File: src/rtl/polyphase_commutator_if.sv
// Handshake bundle for polyphase_commutator: serial sample side and grouped side.
// The flush signal exists only when POLY_FLUSH_EN is defined.
interface polyphase_commutator_if #(
  parameter int DATA_W     = 16,
  parameter int NUM_PHASES = 2
);
  localparam int PW = $clog2(NUM_PHASES);

  logic [DATA_W-1:0]            data_in;
  logic                         valid_in;
  logic                         ready_in;
  logic [NUM_PHASES*DATA_W-1:0] data_out;
  logic                         valid_out;
  logic                         ready_out;
  logic [PW-1:0]                phase;
  logic                         overflow;
`ifdef POLY_FLUSH_EN
  logic                         flush;

  modport slave (
    input  data_in, valid_in, ready_out, flush,
    output ready_in, data_out, valid_out, phase, overflow
  );
  modport master (
    output data_in, valid_in, ready_out, flush,
    input  ready_in, data_out, valid_out, phase, overflow
  );
`else
  modport slave (
    input  data_in, valid_in, ready_out,
    output ready_in, data_out, valid_out, phase, overflow
  );
  modport master (
    output data_in, valid_in, ready_out,
    input  ready_in, data_out, valid_out, phase, overflow
  );
`endif
endinterface

File: src/rtl/polyphase_commutator.sv
// Serial-to-parallel commutator feeding the polyphase FIR, with group FIFO.
// Define POLY_FLUSH_EN to add the flush port that pads and emits a partial group.
module polyphase_commutator #(
  parameter int DATA_W     = 16,
  parameter int NUM_PHASES = 2,
  parameter int FIFO_DEPTH = 4
) (
  input logic clk,
  input logic reset,
  polyphase_commutator_if.slave bus
);
  localparam int PW = $clog2(NUM_PHASES);
  localparam int AW = $clog2(FIFO_DEPTH);
  localparam int GW = NUM_PHASES * DATA_W;
  localparam logic [PW-1:0] LAST = PW'(NUM_PHASES - 1);

  typedef logic [NUM_PHASES-1:0][DATA_W-1:0] grp_t;

  grp_t          gather_q, gather_d;
  grp_t          grp;
  logic [GW-1:0] mem_q [FIFO_DEPTH];
  logic [AW:0]   wr_q, wr_d, rd_q, rd_d;
  logic [PW-1:0] phase_q, phase_d;
  logic          ovf_q, ovf_d;
  logic          full, empty, last;
  logic          ready, accept, push, pop;
`ifdef POLY_FLUSH_EN
  logic          pend_q, pend_d, do_flush;
`endif

  always_comb begin
    last  = (phase_q == LAST);
    empty = (wr_q == rd_q);
    full  = (wr_q[AW] != rd_q[AW]) &&
            (wr_q[AW-1:0] == rd_q[AW-1:0]);
`ifdef POLY_FLUSH_EN
    // A pending flush freezes the gather register until it is pushed.
    ready    = !(last && full) && !bus.flush && !pend_q;
    do_flush = (bus.flush || pend_q) && (phase_q != '0) && !full;
    pend_d   = pend_q;
`else
    ready    = !(last && full);
`endif
    accept   = bus.valid_in && ready;
    pop      = !empty && bus.ready_out;
    gather_d = gather_q;
    phase_d  = phase_q;
    push     = 1'b0;
    grp      = gather_q;
    ovf_d    = ovf_q | (bus.valid_in && !ready);

    if (accept) begin
      gather_d[phase_q] = bus.data_in;
      phase_d = last ? '0 : phase_q + 1'b1;
      push    = last;
      grp     = gather_d;
    end
`ifdef POLY_FLUSH_EN
    if (do_flush) begin
      push    = 1'b1;
      phase_d = '0;
      pend_d  = 1'b0;
      for (int p = 0; p < NUM_PHASES; p++) begin
        grp[p] = (PW'(p) < phase_q) ? gather_q[p] : '0;
      end
    end else if (bus.flush && (phase_q != '0) && full) begin
      pend_d = 1'b1;
    end
`endif

    wr_d = wr_q + {{AW{1'b0}}, push};
    rd_d = rd_q + {{AW{1'b0}}, pop};
  end

  always_ff @(posedge clk or posedge reset) begin
    if (reset) begin
      gather_q <= '0;
      phase_q  <= '0;
      wr_q     <= '0;
      rd_q     <= '0;
      ovf_q    <= 1'b0;
`ifdef POLY_FLUSH_EN
      pend_q   <= 1'b0;
`endif
      for (int i = 0; i < FIFO_DEPTH; i++) begin
        mem_q[i] <= '0;
      end
    end else begin
      gather_q <= gather_d;
      phase_q  <= phase_d;
      wr_q     <= wr_d;
      rd_q     <= rd_d;
      ovf_q    <= ovf_d;
`ifdef POLY_FLUSH_EN
      pend_q   <= pend_d;
`endif
      if (push) begin
        mem_q[wr_q[AW-1:0]] <= grp;
      end
    end
  end

  assign bus.ready_in  = ready;
  assign bus.valid_out = !empty;
  assign bus.data_out  = mem_q[rd_q[AW-1:0]];
  assign bus.phase     = phase_q;
  assign bus.overflow  = ovf_q;
endmodule
File: src/flat_wrapper.sv
// flat-port wrapper written by rule: the top's interface ports become plain ports
module polyphase_commutator_flat 
#(
  parameter int DATA_W     = 16,
  parameter int NUM_PHASES = 2,
  parameter int FIFO_DEPTH = 4
)
  (clk, reset, bus_data_in, bus_valid_in, bus_ready_out, bus_ready_in, bus_data_out, bus_valid_out, bus_phase, bus_overflow);
  polyphase_commutator_if #(.DATA_W(DATA_W), .NUM_PHASES(NUM_PHASES)) bus_i ();
  input logic clk;
  input logic reset;
  input wire logic [$bits(bus_i.data_in)-1:0] bus_data_in;
  input wire logic [$bits(bus_i.valid_in)-1:0] bus_valid_in;
  input wire logic [$bits(bus_i.ready_out)-1:0] bus_ready_out;
  output wire logic [$bits(bus_i.ready_in)-1:0] bus_ready_in;
  output wire logic [$bits(bus_i.data_out)-1:0] bus_data_out;
  output wire logic [$bits(bus_i.valid_out)-1:0] bus_valid_out;
  output wire logic [$bits(bus_i.phase)-1:0] bus_phase;
  output wire logic [$bits(bus_i.overflow)-1:0] bus_overflow;
  assign bus_i.data_in = bus_data_in;
  assign bus_i.valid_in = bus_valid_in;
  assign bus_i.ready_out = bus_ready_out;
  assign bus_ready_in = bus_i.ready_in;
  assign bus_data_out = bus_i.data_out;
  assign bus_valid_out = bus_i.valid_out;
  assign bus_phase = bus_i.phase;
  assign bus_overflow = bus_i.overflow;
  polyphase_commutator #(.DATA_W(DATA_W), .NUM_PHASES(NUM_PHASES), .FIFO_DEPTH(FIFO_DEPTH)) u_core (.clk(clk), .reset(reset), .bus(bus_i));
endmodule
File: config.mk
export PLATFORM = sky130hd
export DESIGN_NAME = polyphase_commutator_flat
export DESIGN_NICKNAME = d
export VERILOG_FILES = /design/src/rtl/polyphase_commutator_if.sv /design/src/rtl/polyphase_commutator.sv /design/src/flat_wrapper.sv
export SDC_FILE = /design/constraint.sdc
export NUM_CORES = 1
export LEC_CHECK = 0
export CAP_MARGIN = 5
export CORE_UTILIZATION = 35
export CTS_BUF_LIST = sky130_fd_sc_hd__clkbuf_16
export DETAILED_ROUTE_END_ITERATION = 7
export DONT_BUFFER_PORTS = 1
export PLACE_DENSITY_LB_ADDON = 0.15
export SYNTH_ARGS = -nofsm -noshare
export SYNTH_HDL_FRONTEND = slang
export SYNTH_SLANG_ARGS = --single-unit
File: constraint.sdc
create_clock -name clk -period 14.64 [get_ports clk]
set_input_delay 2.196 -clock clk [delete_from_list [all_inputs] [get_ports clk]]
set_output_delay 2.196 -clock clk [all_outputs]
set_load 0.05 [all_outputs]
==> results of run 1 <==
## state kept, by name, indices dropped and copies added (netlist names)
signal / cells
u_core.mem_q: 128
u_core.rd_q: 3
u_core.bus.phase: 1
u_core.gather_q: 16
u_core.bus.overflow: 1
u_core.wr_q: 3
## cells in the mapped netlist (all sizes together), types with 2 or more instances
cell	instances	area share, %
dfrtp	152	55
mux2	144	27
mux4	32	10
buf	19	2.6
clkbuf	4	0.22
ha	4	0.73
a31oi	3	0.92
nand2	3	0.16
xnor2	3	0.60
xor2	3	0.65
a311oi	2	0.76
nand4b	2	0.25
nor2	2	0.11
## worst max-delay path: stages (launching register included)
cell and delay (ns):
sky130_fd_sc_hd__dfrtp_2 0.57, sky130_fd_sc_hd__buf_4 0.35, sky130_fd_sc_hd__xnor2_2 0.57, sky130_fd_sc_hd__and2_1 0.28, sky130_fd_sc_hd__nand3_1 0.42
## final timing paths
check / start / to / slack (ns)
worst min-delay path: u_core.mem_q[94] / u_core.mem_q[94] / 0.49
max in group asynchronous: reset / u_core.rd_q[0] / 11.28
worst min register to register: u_core.mem_q[94] / u_core.mem_q[94] / 0.49
worst max-delay path: u_core.rd_q[1] / bus_ready_in / 9.83
min in group asynchronous: reset / u_core.wr_q[2] / 1.73
worst max register to register: u_core.rd_q[0] / u_core.mem_q[126] / 11.64
## layer usage
metal	wire, um	GRT usage [%]
met5	0	0
met4	202	6.45
met3	700	4.24
met2	6650	23.7
met1	6170	19.3
## cell type report
type                            instances  area, sq um
Clock buffer                           17          425
Clock inverter                         15         96.3
Fill cell                            1791        11400
Inverter                                1         8.76
Multi-Input combinational cell        204         2900
Sequential cell                       152         3810
Tap cell                              260          325
Timing Repair Buffer                    6         45.0
## kinds of logic after synthesis
logic type                 count (synthesis)
xor gates and xnor gates                   6
DFF                                      152
AOI/OAI and AO/OA                          7
adders and majority gates                  4
and+or+nand+nor                           11
buffers and inverters                     24
muxes                                    176
## through the flow
step / utilization [%] / hold slack (ns) / cells / cell area, sq um
after floorplan: - / 0.452 / 380 / 6900
after global placement: 37.2 / 0.464 / 623 / 7080
after detailed placement: 37.2 / 0.477 / 623 / 7080
after CTS: 40.0 / 0.490 / 655 / 7600
after global routing: 40.0 / 0.508 / 655 / 7600
final: 40.0 / 0.486 / 655 / 7600
==> impl_results.md, run 1 <==
- WL final: 13,700 um
- XOR/XNOR share of the synthesized area: 1.25%
- Largest clock skew in the final design: 0.00828 ns
- Number of I/O port buffers: 0
- GRT overflow: 0
- Avg Inst Size Synth: 18.2 sq um
- Max_cap viols: 0
- Final Wtd Congestion: 0.668
- Pre-CTS setup slack: 10.20 ns
- Final Hold Viols: 0
- Number of H-tree levels: 4
- Final cycle utilization of the critical path: 32.9%
- Antenna violations before repair: 0
- Clock tree root driver cell: sky130_fd_sc_hd__clkbuf_16
- Critical Setup Path Class: reg2out
- Total number of clock tree sinks: 152
- Minimum clock period: 4.81 ns
- Commonest cells after routing, fill and taps aside: 150 x sky130_fd_sc_hd__dfrtp_1, 80 x sky130_fd_sc_hd__mux2_2, 60 x sky130_fd_sc_hd__mux2_4
- Sum of net half-perimeters after detailed placement: 7910 um
- Number of warnings printed during yosys synthesis: 0
- Register bit total from synthesis: 152
- Async S/R FF share, synth: 100%
- Count of hold-fix buffers inserted at cts: 0
- Compound-gate portion of the synthesized area: 1.94%
- # nets final: 406
- Main combinational cell family by area after synthesis: multiplexers
- Largest net degree at the start of global routing: 87
- Hold-critical path depth: 1
- Setup repair after global routing missed its margin: no
- Transition time of the tightest slew-check pin: 1.11 ns
- Crit path required time: 12.44 ns
- Detailed-route vias per instance: 5.02
- Final setup margin: 9.83 ns
- CP max FO: 22
- Max-Slew Margin vs Limit: 26.2%
- Register-to-Register Path Depth: 4
- Element type at the critical path end: output port
- Result of the run: completed
- Fraction of the mapped netlist area in adder cells: 0.725%
- Detailed-route via count: 3,290
- Most common cell after layout, fill and taps aside: sky130_fd_sc_hd__dfrtp_1
- Initial Util: 36.3%
- Floorplan die height: 142 um
- Main synth FF type: sky130_fd_sc_hd__dfrtp_1
- Area of the core: 0.0190 sq mm
- Number of buffers between clock root and the deepest sink: 2
- Area delta synth->final: 10.2%
- Clk slew on worst S/H paths: 0.06 ns
- Max Freq: 208 MHz
- Count of cells resized by post-cts repair: 0
- Max Slew Vio Count: 0
- Multiplexer share of the synthesized area: 37.2%
- Routed Antenna Nets: 0
- Cell count after synthesis: 380
- Fraction of the yosys area taken by sequential cells: 55.1%
- Number of distinct library cell variants in the gate-level netlist after synthesis: 26
- Remaining routing DRC violations: 0
- Number of global-route vias before repair: 3,652
- Critical Path Start Type: flop
- ANT cells: 0
- CTS tree: done
- Total number of placement rows: 50
- CP Data Arrival Time: 2.62 ns
- GRT Util Overall: 15.0%
- Post-CTS Setup Repair Bufs: 0
- Post-synthesis share of cell area spent on and, or, nand and nor gates: 0.871%
- I/O pins: 56
- Wire length of the first global-routing pass: 22,100 um
- WL/cell: 20.9 um
- Die Width: 142 um
- Clock Latency Late Sink: 0.41 ns
- Die footprint: 0.0203 sq mm
- Final setup vio count: 0
- Length of the first detailed-routing pass in iterations: 4
- Number of enable-type register cells in the synthesized netlist: 0
- Summed negative setup slack over all endpoints: 0 ns
- Layout cells sized above 1: 54.4%
- TritonCTS buffer count: 17
- DRC marker count from the first detailed-route iteration: 164
- Path category of the worst min-delay check: reg2reg
- Net Count, Synth: 404
- Cell area after synthesis: 0.00690 sq mm
Power of run 1 is not shown: default switching activity piles up to over one toggle a cycle in this logic, so the estimate is an artifact.
==> run 2: changes to the inputs <==
Clock period 14.64 ns to 4.2 ns, I/O delays scaled along.
==> run 2 against run 1 <==
Global-route usage grew 0.25 points. Critical path depth shrank 1. Routed wire length grew 1.3%. Hold slack lost 0.36 ns. Setup slack lost 8.5 ns. Utilization grew 0.30 points. Sequential share of layout area shrank 0.37 points. Cell area grew 0.74%.
==> impl_results.md, run 2 (synthesis gave the netlist of run 1 again) <==
- Area of the core: 0.0190 sq mm (unchanged)
- I/O pins: 56 (unchanged)
- Routed Antenna Nets: 0 (unchanged)
- Cell with the biggest individual delay on the critical path: sky130_fd_sc_hd__xnor2_2
- Sum of net half-perimeters after detailed placement: 8040 um (+1.7%)
- Floorplan die height: 142 um (unchanged)
- Clock tree root driver cell: sky130_fd_sc_hd__clkbuf_16
- CTS tree: done
- Final Wtd Congestion: 0.687 (+2.8%)
- Regs by FF count: u_core.mem_q x128, u_core.gather_q x16
- Largest net degree at the start of global routing: 89 (+2.3%)
- Register-to-Register Path Depth: 4 (unchanged)
- Number of I/O port buffers: 0 (unchanged)
- Critical Path Start Type: flop
- TritonCTS buffer count: 17 (unchanged)
- Hold slack final: 0.123 ns (-0.363 ns)
- WL/cell: 21.1 um (+0.84%)
- Max_cap viols: 0 (unchanged)
- Final setup vio count: 0 (unchanged)
- Number of H-tree levels: 4 (unchanged)
- WL final: 13,900 um (+1.3%)
- Detailed-route vias per instance: 4.96 (-1.2%)
- Critical Setup Path Class: reg2out
- Remaining routing DRC violations: 0 (unchanged)
- Area delta synth->final: 11.0%
- Commonest cells after routing, fill and taps aside: 150 x sky130_fd_sc_hd__dfrtp_1, 80 x sky130_fd_sc_hd__mux2_2, 60 x sky130_fd_sc_hd__mux2_4
- ANT cells: 0 (unchanged)
- Max-Slew Margin vs Limit: 30.4% (+4.2 points)
- Detailed-route via count: 3,265 (-0.76%)
- Final cycle utilization of the critical path: 68.2%
- Cells traversed along the worst timing path: xnor2_2 -> and2_1 -> nand3_1
- Wire length of the first global-routing pass: 22,600 um (+2.2%)
- Register with the highest flop count: u_core.mem_q
- Post-CTS Setup Repair Bufs: 0 (unchanged)
- Total number of clock tree sinks: 152 (unchanged)
- Die footprint: 0.0203 sq mm (unchanged)
- CP Data Arrival Time: 2.23 ns (-0.39 ns)
- GRT overflow: 0 (unchanged)
- Setup repair after global routing missed its margin: no
- Clk slew on worst S/H paths: 0.06 ns (about the same)
- Length of the first detailed-routing pass in iterations: 4 (unchanged)
- # nets final: 409 (+0.74%)
- GRT Util Overall: 15.3% (+0.25 points)
- Peak per-stage delay on the critical path: 0.57 ns (about the same)
- Most common cell after layout, fill and taps aside: sky130_fd_sc_hd__dfrtp_1
- Worst setup slack for register-to-register paths: 1.65 ns (-9.99 ns)
- Max reg flops: 128 (unchanged)
- Count of cells resized by post-cts repair: 0 (unchanged)
- Number of global-route vias before repair: 3,682 (+0.82%)
- Result of the run: completed
- Max Slew Vio Count: 0 (unchanged)
- Antenna violations before repair: 0 (unchanged)
- DRC marker count from the first detailed-route iteration: 131 (-20%)
- Element type at the critical path end: output port
- Summed negative setup slack over all endpoints: 0 ns (unchanged)
- Max Freq: 349 MHz
- Path category of the worst min-delay check: in2async
- CP max FO: 10 (-55%)
- Fillcell total: 1,791 (unchanged)
- Total number of placement rows: 50 (unchanged)
- Transition time of the tightest slew-check pin: 1.04 ns (-0.0636 ns)
- Final Hold Viols: 0 (unchanged)
- Count of hold-fix buffers inserted at cts: 0 (unchanged)
- Number of buffers between clock root and the deepest sink: 2 (unchanged)
- Largest clock skew in the final design: 0.00743 ns (-0.000855 ns)
- Minimum clock period: 2.86 ns
- Initial Util: 36.3% (unchanged)
- Die Width: 142 um (unchanged)
- Crit path required time: 3.57 ns (-8.87 ns)
- Clock Latency Late Sink: 0.42 ns (about the same)
- Layout cells sized above 1: 54.8% (+0.34 points)
run 2: changes by cell type in the layout (fill, tap and decap cells not counted):
cell | before | now
sky130_fd_sc_hd__bufinv_16 | 1 | 2
sky130_fd_sc_hd__buf_12 | 0 | 1
sky130_fd_sc_hd__buf_4 | 6 | 8
sky130_fd_sc_hd__clkinv_1 | 4 | 5
sky130_fd_sc_hd__inv_1 | 3 | 2
sky130_fd_sc_hd__inv_6 | 1 | 0
run 2: layer usage:
metal | vias to the layer above | share of wire, % | routed length, um | track usage, %
met5 | - | 0 | 0 | 0
met4 | 0 | 0.73 | 101 | 5.26
met3 | 8 | 5.1 | 704 | 5.08
li1 | 1424 | - | - | -
met1 | 1781 | 46 | 6430 | 20.0
met2 | 52 | 48 | 6660 | 23.6
run 2: worst max-delay path: cells and delay by family, from the launching register on:
family	cells	cell delay (ns)
xor+xnor	1	0.57
flops	1	0.54
simple gates	2	0.70
run 2: metrics by stage:
step                      utilization [%]  worst slack (ns)  area [sq um]  cells
after detailed placement             37.4              1.63          7120    626
after global routing                 40.3              1.19          7660    658
final                                40.3              1.34          7660    658
after floorplan                         -              1.65          6900    380
after CTS                            40.3              1.27          7660    658
after global placement               37.4              1.67          7120    626
run 2: final timing paths:
check / start / end
max in group asynchronous: reset / u_core.mem_q[110]
worst max register to register: u_core.bus.phase / u_core.mem_q[126]
worst min-delay path: reset / u_core.mem_q[54]
worst max-delay path: u_core.rd_q[1] / bus_ready_in
worst min register to register: u_core.mem_q[95] / u_core.mem_q[95]
min in group clk: bus_data_in[15] / u_core.mem_q[95]
run 2: area by class of cell:
type / count / area (sq um) / share of cell area (%)
Clock inverter: 15 / 119 / 1.55
Timing Repair Buffer: 9 / 80.1 / 1.05
Sequential cell: 152 / 3810 / 49.7
Tap cell: 260 / 325 / 4.25
Clock buffer: 17 / 425 / 5.55
Inverter: 1 / 7.51 / 0.0980
Multi-Input combinational cell: 204 / 2900 / 37.8
Power of run 2 is left out for the same reason.
==> run 3: changes to the inputs <==
Clock period 4.2 ns to 2.3 ns, I/O delays scaled along.
==> run 3 against run 2 <==
Setup slack lost 1.2 ns. Non-clock buffer count increased by 13. Via count up 1.4%. Register-to-register slack worse by 1.3 ns. Die area unchanged. Critical endpoint is now bus_data_out[3].
==> impl_results.md, run 3 (synthesis gave the netlist of run 1 again) <==
- GRT Util Overall: 15.4% (+0.14 points)
- Crit path required time: 1.96 ns (-1.61 ns)
- Summed negative setup slack over all endpoints: 0 ns (unchanged)
- Die Width: 142 um (unchanged)
- Detailed-route vias per instance: 4.93 (-0.59%)
- Length of the first detailed-routing pass in iterations: 4 (unchanged)
- Final Hold Viols: 0 (unchanged)
- Clock tree root driver cell: sky130_fd_sc_hd__clkbuf_16
- Result of the run: completed
- DRC marker count from the first detailed-route iteration: 130 (-0.76%)
- # nets final: 422 (+3.2%)
- Max Slew Vio Count: 0 (unchanged)
- ANT cells: 0 (unchanged)
- Sum of net half-perimeters after detailed placement: 8910 um (+11%)
- Number of global-route vias before repair: 3,825 (+3.9%)
- CP Data Arrival Time: 1.87 ns (-0.36 ns)
- GRT overflow: 0 (unchanged)
- WL final: 14,200 um (+1.9%)
- Minimum clock period: 2.21 ns
- Max-Slew Margin vs Limit: 44.3% (+14 points)
- Top cell family by delay on the critical path: multiplexers
- Initial Util: 36.3% (unchanged)
- Setup repair after global routing missed its margin: no
- Path category of the worst min-delay check: in2reg
- Floorplan die height: 142 um (unchanged)
- CP max FO: 33 (+23)
- Register with the highest flop count: u_core.mem_q
- TritonCTS buffer count: 17 (unchanged)
- Peak per-stage delay on the critical path: 0.72 ns (+0.15 ns)
- Final setup vio count: 0 (unchanged)
- Die footprint: 0.0203 sq mm (unchanged)
- Area of the multi-input gates: 0.00292 sq mm (+0.78%)
- Max_cap viols: 0 (unchanged)
- Area of the core: 0.0190 sq mm (unchanged)
- Layout cells sized above 1: 56.7% (+1.9 points)
- Cells traversed along the worst timing path: buf_12 -> mux4_2
- Fillcell total: 1,733 (-3.2%)
- Clock Latency Late Sink: 0.42 ns (about the same)
- I/O pins: 56 (unchanged)
- WL/cell: 21.1 um (-0.10%)
- Number of H-tree levels: 4 (unchanged)
- Largest clock skew in the final design: 0.00647 ns (-0.000964 ns)
- Final cycle utilization of the critical path: 96.1%
- Wire length of the first global-routing pass: 22,900 um (+1.3%)
- Footprint of the flip-flops and latches: 0.00381 sq mm (unchanged)
- Max Freq: 452 MHz
- Critical Path Start Type: flop
- Detailed-route via count: 3,310 (+1.4%)
- Total number of placement rows: 50 (unchanged)
- Element type at the critical path end: output port
- Antenna violations before repair: 0 (unchanged)
- Clk slew on worst S/H paths: 0.06 ns (about the same)
- Transition time of the tightest slew-check pin: 0.834 ns (-0.210 ns)
- Critical Setup Path Class: reg2out
- Worst Path Buf+Inv: 1 (+1)
- Commonest cells after routing, fill and taps aside: 150 x sky130_fd_sc_hd__dfrtp_1, 80 x sky130_fd_sc_hd__mux2_2, 60 x sky130_fd_sc_hd__mux2_4
- Largest net degree at the start of global routing: 37 (-58%)
- CTS tree: done
- Cell with the biggest individual delay on the critical path: sky130_fd_sc_hd__mux4_2
- Total number of clock tree sinks: 152 (unchanged)
- Regs by FF count: u_core.mem_q x128, u_core.gather_q x16
- Number of I/O port buffers: 0 (unchanged)
- Remaining routing DRC violations: 0 (unchanged)
- Max reg flops: 128 (unchanged)
- Final Wtd Congestion: 0.727 (+5.9%)
- Most common cell after layout, fill and taps aside: sky130_fd_sc_hd__dfrtp_1
- Area delta synth->final: 15.6%
- Number of buffers between clock root and the deepest sink: 2 (unchanged)
- Routed Antenna Nets: 0 (unchanged)
## run 3: cell count changes in the layout (fill, tap and decap cells not counted)
| cell | before | now |
|---|---|---|
| sky130_fd_sc_hd__inv_6 | 0 | 1 |
| sky130_fd_sc_hd__clkinv_2 | 5 | 3 |
| sky130_fd_sc_hd__inv_1 | 2 | 1 |
| sky130_fd_sc_hd__clkinv_4 | 0 | 2 |
| sky130_fd_sc_hd__clkinv_1 | 5 | 3 |
| sky130_fd_sc_hd__buf_6 | 0 | 1 |
| sky130_fd_sc_hd__buf_4 | 8 | 9 |
| sky130_fd_sc_hd__xnor2_4 | 0 | 2 |
| sky130_fd_sc_hd__xnor2_2 | 2 | 0 |
| sky130_fd_sc_hd__dlygate4sd3_1 | 0 | 1 |
| sky130_fd_sc_hd__buf_8 | 0 | 1 |
| sky130_fd_sc_hd__bufinv_16 | 2 | 4 |
| sky130_fd_sc_hd__buf_12 | 1 | 10 |
## run 3: through the flow
step	cells	util, %	hold slack [ns]	area [sq um]	setup slack [ns]
floorplan	380	-	0.452	6900	0.0381
global placement	636	38.4	0.403	7300	0.271
detailed placement	636	38.4	0.416	7300	0.212
CTS	669	41.8	0.0467	7950	0.0399
global route	671	41.9	0.0418	7970	0.00721
finish	671	41.9	0.0631	7970	0.0894
## run 3: worst paths after layout
check | start | end | slack, ns | cells after the start
worst min register to register | u_core.mem_q[95] | u_core.mem_q[95] | 0.49 | 1
min in group asynchronous | reset | u_core.rd_q[0] | 0.56 | 2
worst min-delay path | bus_data_in[15] | u_core.mem_q[95] | 0.06 | 1
worst max register to register | u_core.wr_q[0] | u_core.mem_q[31] | 0.31 | 5
max in group asynchronous | reset | u_core.mem_q[46] | 1.10 | 3
worst max-delay path | u_core.rd_q[0] | bus_data_out[3] | 0.09 | 2
## run 3: worst register-to-register path, delay by kind of cell, from the launching register on
family / cells / cell delay [ns]
AOI/OAI and AO/OA: 1 / 0.41
DFF: 1 / 0.48
buffers and inverters: 2 / 0.43
muxes: 1 / 0.36
xor gates and xnor gates: 1 / 0.20
## run 3: timing repair
action	4_1_cts	5_1_grt
endpoints found under the hold margin	27	0
endpoints found under the setup margin	5	3
hold buffers	1	0
resized for setup	4	1
setup buffers	0	2
pin swaps	0	2
## run 3: routing by layer
| metal | up-vias | share of wire, % | global-route usage (%) |
|---|---|---|---|
| met5 | - | 0 | 0 |
| met3 | 9 | 5.2 | 6.06 |
| met2 | 54 | 48 | 24.1 |
| li1 | 1447 | - | - |
| met4 | 0 | 0.72 | 3.68 |
| met1 | 1800 | 46 | 20.0 |
## run 3: final cells by class
| type | count | share of cell area, % |
|---|---|---|
| repair buffers | 22 | 3.81 |
| well taps | 260 | 4.08 |
| clock buffers | 17 | 5.34 |
| clock inverters | 15 | 2.31 |
| inverters | 1 | 0.0942 |
| multi-input cells | 204 | 36.6 |
| flip-flops and latches | 152 | 47.7 |
Power of run 3 is left out for the same reason.
